`config.mk`:
```
export PLATFORM = sky130hd
export DESIGN_NAME = mips_fetch_flat
export DESIGN_NICKNAME = d
export VERILOG_FILES = /design/src/rtl/mips_fetch_if.sv /design/src/rtl/mips_fetch.sv /design/src/flat_wrapper.sv
export SDC_FILE = /design/constraint.sdc
export NUM_CORES = 1
export LEC_CHECK = 0
export BUFFER_PORTS_ARGS = -buffer_cell sky130_fd_sc_hd__buf_2
export CELL_PAD_IN_SITES_DETAIL_PLACEMENT = 0
export CELL_PAD_IN_SITES_GLOBAL_PLACEMENT = 1
export CORE_MARGIN = 2
export CORE_UTILIZATION = 39
export DETAILED_ROUTE_END_ITERATION = 8
export GPL_ROUTABILITY_DRIVEN = 0
export PLACE_DENSITY = 0.89
export SETUP_SLACK_MARGIN = 0.3
export SLEW_MARGIN = 20
export SYNTH_ARGS = -nofsm -noshare
export SYNTH_HDL_FRONTEND = slang
export SYNTH_SLANG_ARGS = --single-unit
```
`constraint.sdc`:
```
create_clock -name clk -period 3.6 [get_ports clk]
set_clock_uncertainty 0.05 [all_clocks]
set_input_delay 0.36 -clock clk [delete_from_list [all_inputs] [get_ports clk]]
set_output_delay 0.36 -clock clk [all_outputs]
set_load 0.03 [all_outputs]
```
`src/rtl/mips_fetch_if.sv`:
```
// Fetch-stage bus bundle: instruction-memory request/response, execute redirect,
// and the decode-side instruction handshake.
interface mips_fetch_if;
  logic        imem_req_valid;
  logic        imem_req_ready;
  logic [31:0] imem_req_addr;
  logic        imem_resp_valid;
  logic [31:0] imem_resp_data;
  logic        redirect_valid;
  logic [31:0] redirect_pc;
  logic        inst_valid;
  logic        inst_ready;
  logic [31:0] instruction;
  logic [31:0] inst_pc;
  logic [31:0] inst_pc_plus4;

  modport master (
    output imem_req_valid, imem_req_addr,
    output inst_valid, instruction, inst_pc, inst_pc_plus4,
    input  imem_req_ready, imem_resp_valid, imem_resp_data,
    input  redirect_valid, redirect_pc, inst_ready
  );

  modport slave (
    input  imem_req_valid, imem_req_addr,
    input  inst_valid, instruction, inst_pc, inst_pc_plus4,
    output imem_req_ready, imem_resp_valid, imem_resp_data,
    output redirect_valid, redirect_pc, inst_ready
  );
endinterface

```
`src/rtl/mips_fetch.sv`:
```
// MIPS instruction fetch: PC, one-outstanding imem read, single-entry output
// buffer toward decode, and branch redirect with stale-response discard.
module mips_fetch #(
  parameter logic [31:0] RESET_PC = 32'h0000_0000
) (
  input  logic         clk,
  input  logic         rst_n,
  mips_fetch_if.master bus
);

  typedef enum logic [1:0] {IDLE, REQ, WAIT} state_t;

  state_t      state, state_nxt;
  logic [31:0] pc;
  logic        discard;
  logic        valid_q;
  logic [31:0] instr_q;
  logic [31:0] inst_pc_q;
  logic [31:0] plus4_q;

  logic        req_fire;
  logic        resp_take;
  logic        load;
  logic [31:0] redirect_target;

  assign req_fire        = bus.imem_req_valid && bus.imem_req_ready;
  assign resp_take       = (state == WAIT) && bus.imem_resp_valid;
  // A response is kept only if it was not made stale by an earlier or concurrent redirect.
  assign load            = resp_take && !discard && !bus.redirect_valid;
  assign redirect_target = bus.redirect_pc & ~32'h0000_0003;

  always_ff @(posedge clk or negedge rst_n) begin
    if (!rst_n) state <= IDLE;
    else        state <= state_nxt;
  end

  always_comb begin
    state_nxt = state;
    unique case (state)
      IDLE:    state_nxt = REQ;
      REQ:     if (req_fire) state_nxt = WAIT;
      WAIT:    if (bus.imem_resp_valid) state_nxt = REQ;
      default: state_nxt = IDLE;
    endcase
  end

  always_comb begin
    bus.imem_req_valid = (state == REQ) && (!valid_q || bus.inst_ready) && !bus.redirect_valid;
    bus.imem_req_addr  = pc;
  end

  always_ff @(posedge clk or negedge rst_n) begin
    if (!rst_n) begin
      pc      <= RESET_PC;
      discard <= 1'b0;
    end else begin
      if (bus.redirect_valid) pc <= redirect_target;
      else if (load)          pc <= pc + 32'd4;

      if (resp_take)                                   discard <= 1'b0;
      else if (state == WAIT && bus.redirect_valid)    discard <= 1'b1;
    end
  end

  always_ff @(posedge clk or negedge rst_n) begin
    if (!rst_n) begin
      valid_q   <= 1'b0;
      instr_q   <= '0;
      inst_pc_q <= '0;
      plus4_q   <= 32'd4;
    end else begin
      if (bus.redirect_valid) begin
        valid_q <= 1'b0;
      end else if (load) begin
        valid_q   <= 1'b1;
        instr_q   <= bus.imem_resp_data;
        inst_pc_q <= pc;
        plus4_q   <= pc + 32'd4;
      end else if (valid_q && bus.inst_ready) begin
        valid_q <= 1'b0;
      end
    end
  end

  assign bus.inst_valid    = valid_q;
  assign bus.instruction   = instr_q;
  assign bus.inst_pc       = inst_pc_q;
  assign bus.inst_pc_plus4 = plus4_q;

endmodule
```
`src/flat_wrapper.sv`:
```
// flat-port wrapper written by rule: the top's interface ports become plain ports
module mips_fetch_flat 
#(
  parameter logic [31:0] RESET_PC = 32'h0000_0000
)
  (clk, rst_n, bus_imem_req_valid, bus_imem_req_addr, bus_inst_valid, bus_instruction, bus_inst_pc, bus_inst_pc_plus4, bus_imem_req_ready, bus_imem_resp_valid, bus_imem_resp_data, bus_redirect_valid, bus_redirect_pc, bus_inst_ready);
  mips_fetch_if bus_i ();
  input  logic clk;
  input  logic rst_n;
  output wire logic [$bits(bus_i.imem_req_valid)-1:0] bus_imem_req_valid;
  output wire logic [$bits(bus_i.imem_req_addr)-1:0] bus_imem_req_addr;
  output wire logic [$bits(bus_i.inst_valid)-1:0] bus_inst_valid;
  output wire logic [$bits(bus_i.instruction)-1:0] bus_instruction;
  output wire logic [$bits(bus_i.inst_pc)-1:0] bus_inst_pc;
  output wire logic [$bits(bus_i.inst_pc_plus4)-1:0] bus_inst_pc_plus4;
  input wire logic [$bits(bus_i.imem_req_ready)-1:0] bus_imem_req_ready;
  input wire logic [$bits(bus_i.imem_resp_valid)-1:0] bus_imem_resp_valid;
  input wire logic [$bits(bus_i.imem_resp_data)-1:0] bus_imem_resp_data;
  input wire logic [$bits(bus_i.redirect_valid)-1:0] bus_redirect_valid;
  input wire logic [$bits(bus_i.redirect_pc)-1:0] bus_redirect_pc;
  input wire logic [$bits(bus_i.inst_ready)-1:0] bus_inst_ready;
  assign bus_imem_req_valid = bus_i.imem_req_valid;
  assign bus_imem_req_addr = bus_i.imem_req_addr;
  assign bus_inst_valid = bus_i.inst_valid;
  assign bus_instruction = bus_i.instruction;
  assign bus_inst_pc = bus_i.inst_pc;
  assign bus_inst_pc_plus4 = bus_i.inst_pc_plus4;
  assign bus_i.imem_req_ready = bus_imem_req_ready;
  assign bus_i.imem_resp_valid = bus_imem_resp_valid;
  assign bus_i.imem_resp_data = bus_imem_resp_data;
  assign bus_i.redirect_valid = bus_redirect_valid;
  assign bus_i.redirect_pc = bus_redirect_pc;
  assign bus_i.inst_ready = bus_inst_ready;
  mips_fetch #(.RESET_PC(RESET_PC)) u_core (.clk(clk), .rst_n(rst_n), .bus(bus_i));
endmodule
```
Yosys cells after proc, flatten, opt, wreduce, memory -nomap -nowiden. Index checks and enable logic that the tools add are counted.

Register bits after elaboration: 132. Word-level logic and storage cells: 41.

Mux-type cells: 10. Bitwise gates (word level): 1. Reduce and logical (&&, ||, !) cells: 18. Eq/ne operators: 4. $add $sub $neg: 1.

Operators by type and width (number): 32-bit 2-to-1 mux (2); 32-bit by 3-bit adder with 32-bit output (second input constant) (1); 1-bit logical AND (8); 2-bit one-hot mux with 3 select lines (1); 1-bit 2-to-1 mux (5); 2-bit 2-to-1 mux (2); 2-bit AND reduction (2); 2-bit nonzero test (2); 1-bit logical NOT (3); 3-bit nonzero test (1); 2-bit by 1-bit equality test with 1-bit output (second input constant) (1); 2-bit equality test (second input constant) (1); 2-bit logical NOT (1); 2-bit by 1-bit inequality test with 1-bit output (second input constant) (1); 2-bit inequality test (second input constant) (1); 1-bit logical OR (1); 1-bit NOT (1).

Logic depth before layout (Yosys ltp). Gate-level depths: netlist (run 1).

Depth after elaboration: 7. Depth in mapped cells: 7. Depth with buffers taken out: 6.

Least setup slack after synthesis (run 1). OpenSTA, ideal clock, no wires.

Kind: register to register. Start: reg u_core.valid_q (netlist: u_core.bus.inst_valid). End: reg u_core.state[0]. Arrival time: 2079 ps. Path slack: 1348 ps. Stages on the path, launching flop included: 6. Required time: 3426 ps. Path buffers: 0. Clock period less this slack: 2252 ps. Path through: dfrtp_1 > nor2b_1 > nor4b_1 > nand2_1 > nand2b_1 > a21oi_1.

Word-level cells in the longest chain between the ends: 7.

RTL lines: start: declaration (RTL line mips_fetch.sv:16) `logic valid_q;`; start signal: assignment (RTL line mips_fetch.sv:67) `valid_q <= 1'b0;`; start signal: assignment (RTL line mips_fetch.sv:73) `valid_q <= 1'b0;`; start signal: assignment (RTL line mips_fetch.sv:75) `valid_q <= 1'b1;`; 1-bit logical NOT (RTL line mips_fetch.sv:48) `bus.imem_req_valid = (state == REQ) && (!valid_q || bus.inst_ready) && !bus.redirect_valid;`; 1-bit logical OR (RTL line mips_fetch.sv:48); 1-bit logical AND (2 in a row) (RTL line mips_fetch.sv:48); named net bus_imem_req_valid (RTL line flat_wrapper.sv:10) `output wire logic [$bits(bus_i.imem_req_valid)-1:0] bus_imem_req_valid;`; 1-bit logical AND (RTL line mips_fetch.sv:26) `assign req_fire = bus.imem_req_valid && bus.imem_req_ready;`; 2-bit by 1-bit inequality test with 1-bit output (no line); 2-bit AND reduction (no line); end signal: assignment (RTL line mips_fetch.sv:34) `else state <= state_nxt;`; end: declaration (RTL line mips_fetch.sv:13) `state_t state, state_nxt;`.

The timed path passes the listed nets, and every way through them passes these cells. A chain may end at the register's enable or synchronous reset.

Worst setup path in the final report (run 1).
Start: reg u_core.pc[2] (netlist: u_core.bus.imem_req_addr[2]). End: reg u_core.pc[26] (netlist: u_core.bus.imem_req_addr[26]).

Word-level cells in the longest chain between the ends: 3.

RTL lines: start: declaration (RTL line mips_fetch.sv:14) `logic [31:0] pc;`; start signal: assignment (RTL line mips_fetch.sv:57) `if (bus.redirect_valid) pc <= redirect_target;`; start signal: assignment (RTL line mips_fetch.sv:58) `else if (load) pc <= pc + 32'd4;`; 32-bit by 3-bit adder with 32-bit output (RTL line mips_fetch.sv:58); 32-bit 2-to-1 mux (RTL line mips_fetch.sv:58); 32-bit 2-to-1 mux (RTL line mips_fetch.sv:57).

Every way passes these cells. The select of a mux whose other input is x is not followed.

==> flow_metrics.env, run 1 <==
export IMPL_outcome="complete, no violations"
export IMPL_cts_buffers=17
export IMPL_holdCritPathClass="input pin to async pin"
export IMPL_grt_busiest_layer="met2"
export IMPL_slew_headroom=0.339
export IMPL_yosysWarnings=0
export IMPL_nets=889
export IMPL_synth_seq_area_share=0.546
export IMPL_first_pass_iters=4
export IMPL_maxCapViolations=0
export IMPL_cts_tree="built"
export IMPL_multi_input_area_um2=2390
export IMPL_io_buffer_count=191
export IMPL_period_minus_slack_ps=2620
export IMPL_use_met1=0.266
export IMPL_cts_buffer_depth=2
export IMPL_tightest_slew_ps=984
export IMPL_post_cts_buffers=0
export IMPL_grt_pass1_vias=4826
export IMPL_htreeDepth=4
export IMPL_grtUsageMet3=0.0633
export IMPL_dieArea_um2=15800
export IMPL_antenna_left=0
export IMPL_dp_hpwl_mm=10.5
export IMPL_syn_area_um2=5780
export IMPL_arrival_ps=2910
export IMPL_wire_per_inst_um=15.1
export IMPL_holdWs_ps=29.1
export IMPL_setup_viol=0
export IMPL_num_io_pins=200
export IMPL_grt_pass1_wl_mm=25.2
export IMPL_drv_slew=0
export IMPL_p_leak_uw=0.00386
export IMPL_cp_start_kind="flip-flop"
export IMPL_grt_max_degree=106
export IMPL_grt_remaining_overflow=0
export IMPL_worst_setup_path_type="flip-flop to flip-flop"
export IMPL_period_share=0.729
export IMPL_seq_area_um2=3150
export IMPL_synth_cells=652
export IMPL_yosysUniqueCellTypes=36
export IMPL_area_growth_pct=27.6
export IMPL_postCtsHoldBufs=0
export IMPL_fp_row_count=44
export IMPL_antennaDiodeCount=0
export IMPL_crit_path_end_kind="flip-flop"
export IMPL_finalWirelength_mm=15.3
export IMPL_die_h_um=126
export IMPL_syn_area_per_cell_um2=8.86
export IMPL_nFillCells=1388
export IMPL_ir_drop_mv=0.372
export IMPL_hold_viol_final=0
export IMPL_die_w_um=126
export IMPL_numClockSinks=126
export IMPL_start_util=0.399
export IMPL_setup_tns_ps=0
export IMPL_antenna_found_initial=1
export IMPL_root_buffer="clkbuf_16"
export IMPL_p_per_area_nw_per_um2=815
export IMPL_crit_path_max_fanout=16
export IMPL_clk_pin_slew_worst_paths_ps=60
export IMPL_rsz0062_at_grt="no"
export IMPL_grt_util_met2=0.317
export IMPL_viasPerCell=4.78
export IMPL_vias=4851
export IMPL_ys_ff_latch=126
export IMPL_insertion_delay_ps=420
export IMPL_drive_above_1_share=0.287
export IMPL_max_freq_ghz=0.381
export IMPL_cp_data_required_time_ps=3880
export IMPL_track_usage=0.201
export IMPL_drcViolationCount=0
export IMPL_ctsResizeCount=0
export IMPL_core_area_um2=14500
export IMPL_drt_iter0_drc=278
power breakdown:
| group | total (µW) | switching (µW) | internal, µW |
|---|---|---|---|
| Combinational | 2150 | 1560 | 597 |
| Sequential | 2230 | 311 | 1920 |
| Clock | 1630 | 594 | 1030 |
cell usage after synthesis:
| master | instances | area share |
|---|---|---|
| clkbuf_2 | 2 | 0.0017 |
| nor4_1 | 3 | 0.0032 |
| mux2i_1 | 1 | 0.0017 |
| nand3_2 | 1 | 0.0017 |
| nor3_1 | 7 | 0.0061 |
| nor2b_1 | 3 | 0.0032 |
| nand2_1 | 255 | 0.17 |
| nor2_1 | 25 | 0.016 |
| o21ai_2 | 1 | 0.0015 |
| clkbuf_1 | 34 | 0.022 |
| inv_1 | 1 | 0.00065 |
| or2_2 | 2 | 0.0022 |
| xor2_1 | 38 | 0.058 |
| nand2b_1 | 2 | 0.0022 |
| nand3_1 | 22 | 0.019 |
| nand4_1 | 13 | 0.014 |
| nand4_2 | 1 | 0.0022 |
| and3_1 | 1 | 0.0011 |
| nand4_4 | 1 | 0.0037 |
| buf_2 | 11 | 0.0095 |
| nor3b_2 | 1 | 0.0022 |
| ha_1 | 1 | 0.0022 |
| o21ai_1 | 17 | 0.015 |
| nand4bb_1 | 1 | 0.0019 |
| and4_1 | 3 | 0.0045 |
| nor4_4 | 3 | 0.011 |
| dfrtp_1 | 125 | 0.54 |
| xnor2_1 | 19 | 0.029 |
| a21oi_1 | 14 | 0.012 |
| buf_1 | 2 | 0.0013 |
| buf_4 | 6 | 0.0078 |
| buf_6 | 1 | 0.0019 |
| nor4b_1 | 1 | 0.0015 |
| o21ai_0 | 32 | 0.028 |
| conb_1 | 1 | 0.00065 |
| dfstp_2 | 1 | 0.0045 |
final timing paths:
path | start | to | slack [ps] | cells after the start
min reg2reg | u_core.bus.instruction[27]$_DFFE_PN0P_ | u_core.bus.instruction[27]$_DFFE_PN0P_ | 420 | 2
max in group asynchronous | rst_n | u_core.bus.inst_pc_plus4[20]$_DFFE_PN0P_ | 2580 | 2
min in group clk | bus_imem_resp_data[0] | u_core.bus.instruction[0]$_DFFE_PN0P_ | 80 | 3
max | u_core.bus.imem_req_addr[2]$_DFFE_PN0P_ | u_core.bus.imem_req_addr[26]$_DFFE_PN0P_ | 980 | 6
min | rst_n | u_core.bus.instruction[8]$_DFFE_PN0P_ | 30 | 1
max reg2reg | u_core.bus.imem_req_addr[2]$_DFFE_PN0P_ | u_core.bus.imem_req_addr[26]$_DFFE_PN0P_ | 980 | 6
state kept, by name (all words and copies together), names as in the netlist:
register                  flops
u_core.bus.instruction       32
u_core.bus.imem_req_addr     30
u_core.bus.inst_pc           30
u_core.bus.inst_pc_plus4     30
u_core.state                  2
u_core.bus.inst_valid         1
u_core.discard                1
cell type report:
cell class	count	area share
multi-input cells	474	0.324
flip-flops and latches	126	0.428
well taps	184	0.0312
inverters	1	0.000509
clock inverters	6	0.00781
clock buffers	25	0.0686
repair buffers	198	0.139
metal layers:
metal | vias up | wire [µm]
met2 | 160 | 7130
met3 | 21 | 1110
met4 | 2 | 206
li1 | 2404 | -
met5 | - | 11
met1 | 2264 | 6810
cells by family (layout without fill, tap and decap cells):
family | after synthesis | after routing | synth area share
AND/OR/NAND/NOR | 345 | 345 | 0.262
flip-flops | 126 | 126 | 0.546
buffers and inverters | 57 | 230 | 0.0450
XOR/XNOR | 57 | 57 | 0.0864
other | 1 | 6 | 0.000649
adder cells (fa/ha/maj) | 1 | 1 | 0.00217
AO/OA/AOI/OAI | 64 | 64 | 0.0561
multiplexers | 1 | 1 | 0.00173
placed cells by master (no fill, tap or decap), types with 2 or more instances in the layout:
cell type,instances
nand2b_1,2
and4_1,3
o21ai_0,32
xnor2_1,19
nor4_4,3
nor2b_1,3
buf_4,6
nor2_1,24
o21ai_1,17
xor2_1,38
nand4_1,13
nand3_1,22
dfrtp_1,125
clkbuf_8,5
nand2_1,255
buf_2,190
clkbuf_16,17
nor4_1,3
a21oi_1,14
conb_1,6
clkinv_2,4
nor3_1,7
clkbuf_1,3
worst max-delay path: stages, from the launching register on:
cell     delay [ps]
dfrtp_1         460
ha_1            300
nand3_1         250
nor4_4          910
nand4_1         210
xor2_1          190
o21ai_0         170
metrics by stage:
| step | util | cells | setup slack, ps | area [µm²] | power (µW) |
|---|---|---|---|---|---|
| after global routing | 0.509 | 1014 | 766 | 7370 | 6370 |
| after global placement | 0.470 | 983 | 1050 | 6810 | 4370 |
| after floorplan | - | 657 | 1350 | 5800 | 3690 |
| after CTS | 0.509 | 1014 | 993 | 7370 | 6070 |
| after detailed placement | 0.470 | 983 | 1010 | 6810 | 4430 |
| final | 0.509 | 1014 | 976 | 7370 | 6010 |
Power figures use the tool's default switching activity.
==> inputs of run 2 (changes only) <==
--- a/config.mk
+++ b/config.mk
@@ -9,10 +9,10 @@
 export CELL_PAD_IN_SITES_DETAIL_PLACEMENT = 0
 export CELL_PAD_IN_SITES_GLOBAL_PLACEMENT = 1
 export CORE_MARGIN = 2
-export CORE_UTILIZATION = 39
+export CORE_UTILIZATION = 33
 export DETAILED_ROUTE_END_ITERATION = 8
 export GPL_ROUTABILITY_DRIVEN = 0
-export PLACE_DENSITY = 0.89
+export PLACE_DENSITY = 0.81
 export SETUP_SLACK_MARGIN = 0.3
 export SLEW_MARGIN = 20
 export SYNTH_ARGS = -nofsm -noshare
==> constraint.sdc (replaced) <==
create_clock -name clk -period 2.4 [get_ports clk]
set_clock_uncertainty 0.05 [all_clocks]
set_input_delay 0.24 -clock clk [delete_from_list [all_inputs] [get_ports clk]]
set_output_delay 0.24 -clock clk [all_outputs]
set_load 0.03 [all_outputs]
==> flow_metrics.env, run 2 (synthesized netlist as in run 1, its figures left out) <==
export IMPL_tightest_slew_ps=581
export IMPL_final_cell_mix="255 x nand2_1, 190 x buf_2, 123 x dfrtp_1"
export IMPL_met3_length_mm=1.09
export IMPL_instances_no_fill=1127
export IMPL_min_path_cells=3
export IMPL_grt_remaining_overflow=0
export IMPL_dp_hpwl_mm=11.1
export IMPL_antenna_left=0
export IMPL_htreeDepth=4
export IMPL_viasPerCell=4.47
export IMPL_rrSetupSlack_ps=450
export IMPL_crit_start="u_core.state[0]$_DFFE_PN0P_"
export IMPL_nets=962
export IMPL_finalWirelength_mm=16.5
export IMPL_clk_pin_slew_worst_paths_ps=50
export IMPL_antenna_found_initial=0
export IMPL_nFillCells=1696
export IMPL_hp_start="bus_imem_resp_data[25]"
export IMPL_p_per_area_nw_per_um2=1130
export IMPL_maxCapViolations=0
export IMPL_crit_end="u_core.bus.imem_req_addr[14]$_DFFE_PN0P_"
export IMPL_cp_start_kind="flip-flop"
export IMPL_swShare=0.404
export IMPL_r2r_cells=6
export IMPL_period_share=0.813
export IMPL_highest_layer="met4"
export IMPL_final_common_cell="nand2_1"
export IMPL_die_h_um=136
export IMPL_drcViolationCount=0
export IMPL_final_util=0.476
export IMPL_crit_path_max_fanout=10
export IMPL_cts_tree="built"
export IMPL_wl_met2_mm=7.78
export IMPL_first_pass_iters=4
export IMPL_wl_met1_mm=7.45
export IMPL_core_area_um2=17200
export IMPL_total_power_uw=9230
export IMPL_seqPwrFrac=0.359
export IMPL_drive_above_1_share=0.285
export IMPL_slew_headroom=0.613
export IMPL_switchingPower_uw=3720
export IMPL_arrival_ps=2220
export IMPL_wire_per_inst_um=14.6
export IMPL_holdCritPathClass="input pin to flip-flop"
export IMPL_period_minus_slack_ps=1950
export IMPL_internal_power_uw=5500
export IMPL_cts_buffer_depth=2
export IMPL_insertion_delay_ps=410
export IMPL_worst_setup_path_type="flip-flop to flip-flop"
export IMPL_ir_drop_mv=0.603
export IMPL_crit_path_end_kind="flip-flop"
export IMPL_p_leak_uw=0.00420
export IMPL_vias=5033
export IMPL_r2r_start="u_core.state[0]$_DFFE_PN0P_"
export IMPL_io_buffer_count=191
export IMPL_num_io_pins=200
export IMPL_largest_reg_flops=32
export IMPL_max_freq_ghz=0.513
export IMPL_setup_tns_ps=0
export IMPL_setup_viol=0
export IMPL_r2r_end="u_core.bus.imem_req_addr[14]$_DFFE_PN0P_"
export IMPL_cts_buffers=17
export IMPL_dp_cells=1037
export IMPL_outcome="complete, no violations"
export IMPL_grt_max_degree=101
export IMPL_antennaDiodeCount=0
export IMPL_root_buffer="clkbuf_16"
export IMPL_post_cts_buffers=0
export IMPL_area_growth_pct=41.7
export IMPL_fp_row_count=48
export IMPL_start_util=0.336
export IMPL_power_share_clock=0.276
export IMPL_cp_data_required_time_ps=2670
export IMPL_fin_area_um2=8180
export IMPL_place_area_um2=6980
export IMPL_dieArea_um2=18600
export IMPL_die_w_um=136
export IMPL_drt_iter0_drc=272
export IMPL_drv_slew=0
export IMPL_numClockSinks=126
export IMPL_combinationalPowerShare=0.364
export IMPL_multi_input_area_um2=2400
export IMPL_seq_area_um2=3160
export IMPL_hold_viol_final=0
export IMPL_track_usage=0.182
export IMPL_grt_pass1_wl_mm=25.9
export IMPL_rsz0062_at_grt="yes"
export IMPL_grt_pass1_vias=4832
==> run 2: repair_timing <==
action,CTS,global route
endpoints found under the setup margin,0,17
hold buffers,59,0
resized for setup,0,3
hold endpoints to repair,113,0
==> run 2: layout make-up <==
type                       count  share of cell area
clock buffer                  24              0.0613
clock inverter                 6              0.0101
inverter                       1            0.000459
multi-input combinational    474               0.294
sequential                   126               0.386
tap                          225              0.0344
timing repair buffer         271               0.214
==> run 2: worst min path at each step <==
stage / end
floorplan: u_core.bus.imem_req_addr[10]$_DFFE_PN0P_
detailed placement: u_core.bus.inst_pc[18]$_DFFE_PN0P_
finish: u_core.bus.instruction[25]$_DFFE_PN0P_
global route: u_core.bus.instruction[22]$_DFFE_PN0P_
CTS: u_core.bus.instruction[25]$_DFFE_PN0P_
global placement: u_core.bus.inst_pc[18]$_DFFE_PN0P_
==> run 2: power groups by stage <==
stage                     logic (µW)  clock network [µW]  registers [µW]
after floorplan                  776                   0            4770
after global placement          3270                   0            3330
after detailed placement        3310                   0            3340
after CTS                       3390                2610            3320
after global routing            3640                2710            3420
final                           3360                2550            3320
==> run 2: worst max-delay path, stage by stage (launching register included) <==
cell and delay (ps):
dfrtp_1 410, nand4bb_1 240, buf_4 240, nor4_1 450, nand3_1 140, xor2_1 150, o21ai_0 170
==> run 2: routing by layer <==
layer | vias to the layer above | GRT usage
li1 | 2550 | -
met1 | 2317 | 0.239
met5 | - | 0
met4 | 0 | 0.0486
met2 | 152 | 0.294
met3 | 14 | 0.0537
==> run 2: stage by stage <==
step                hold slack, ps  setup slack [ps]
CTS                           3.89               307
global route                  9.70               237
global placement               219               348
finish                        16.7               449
floorplan                     -106               326
detailed placement             217               323
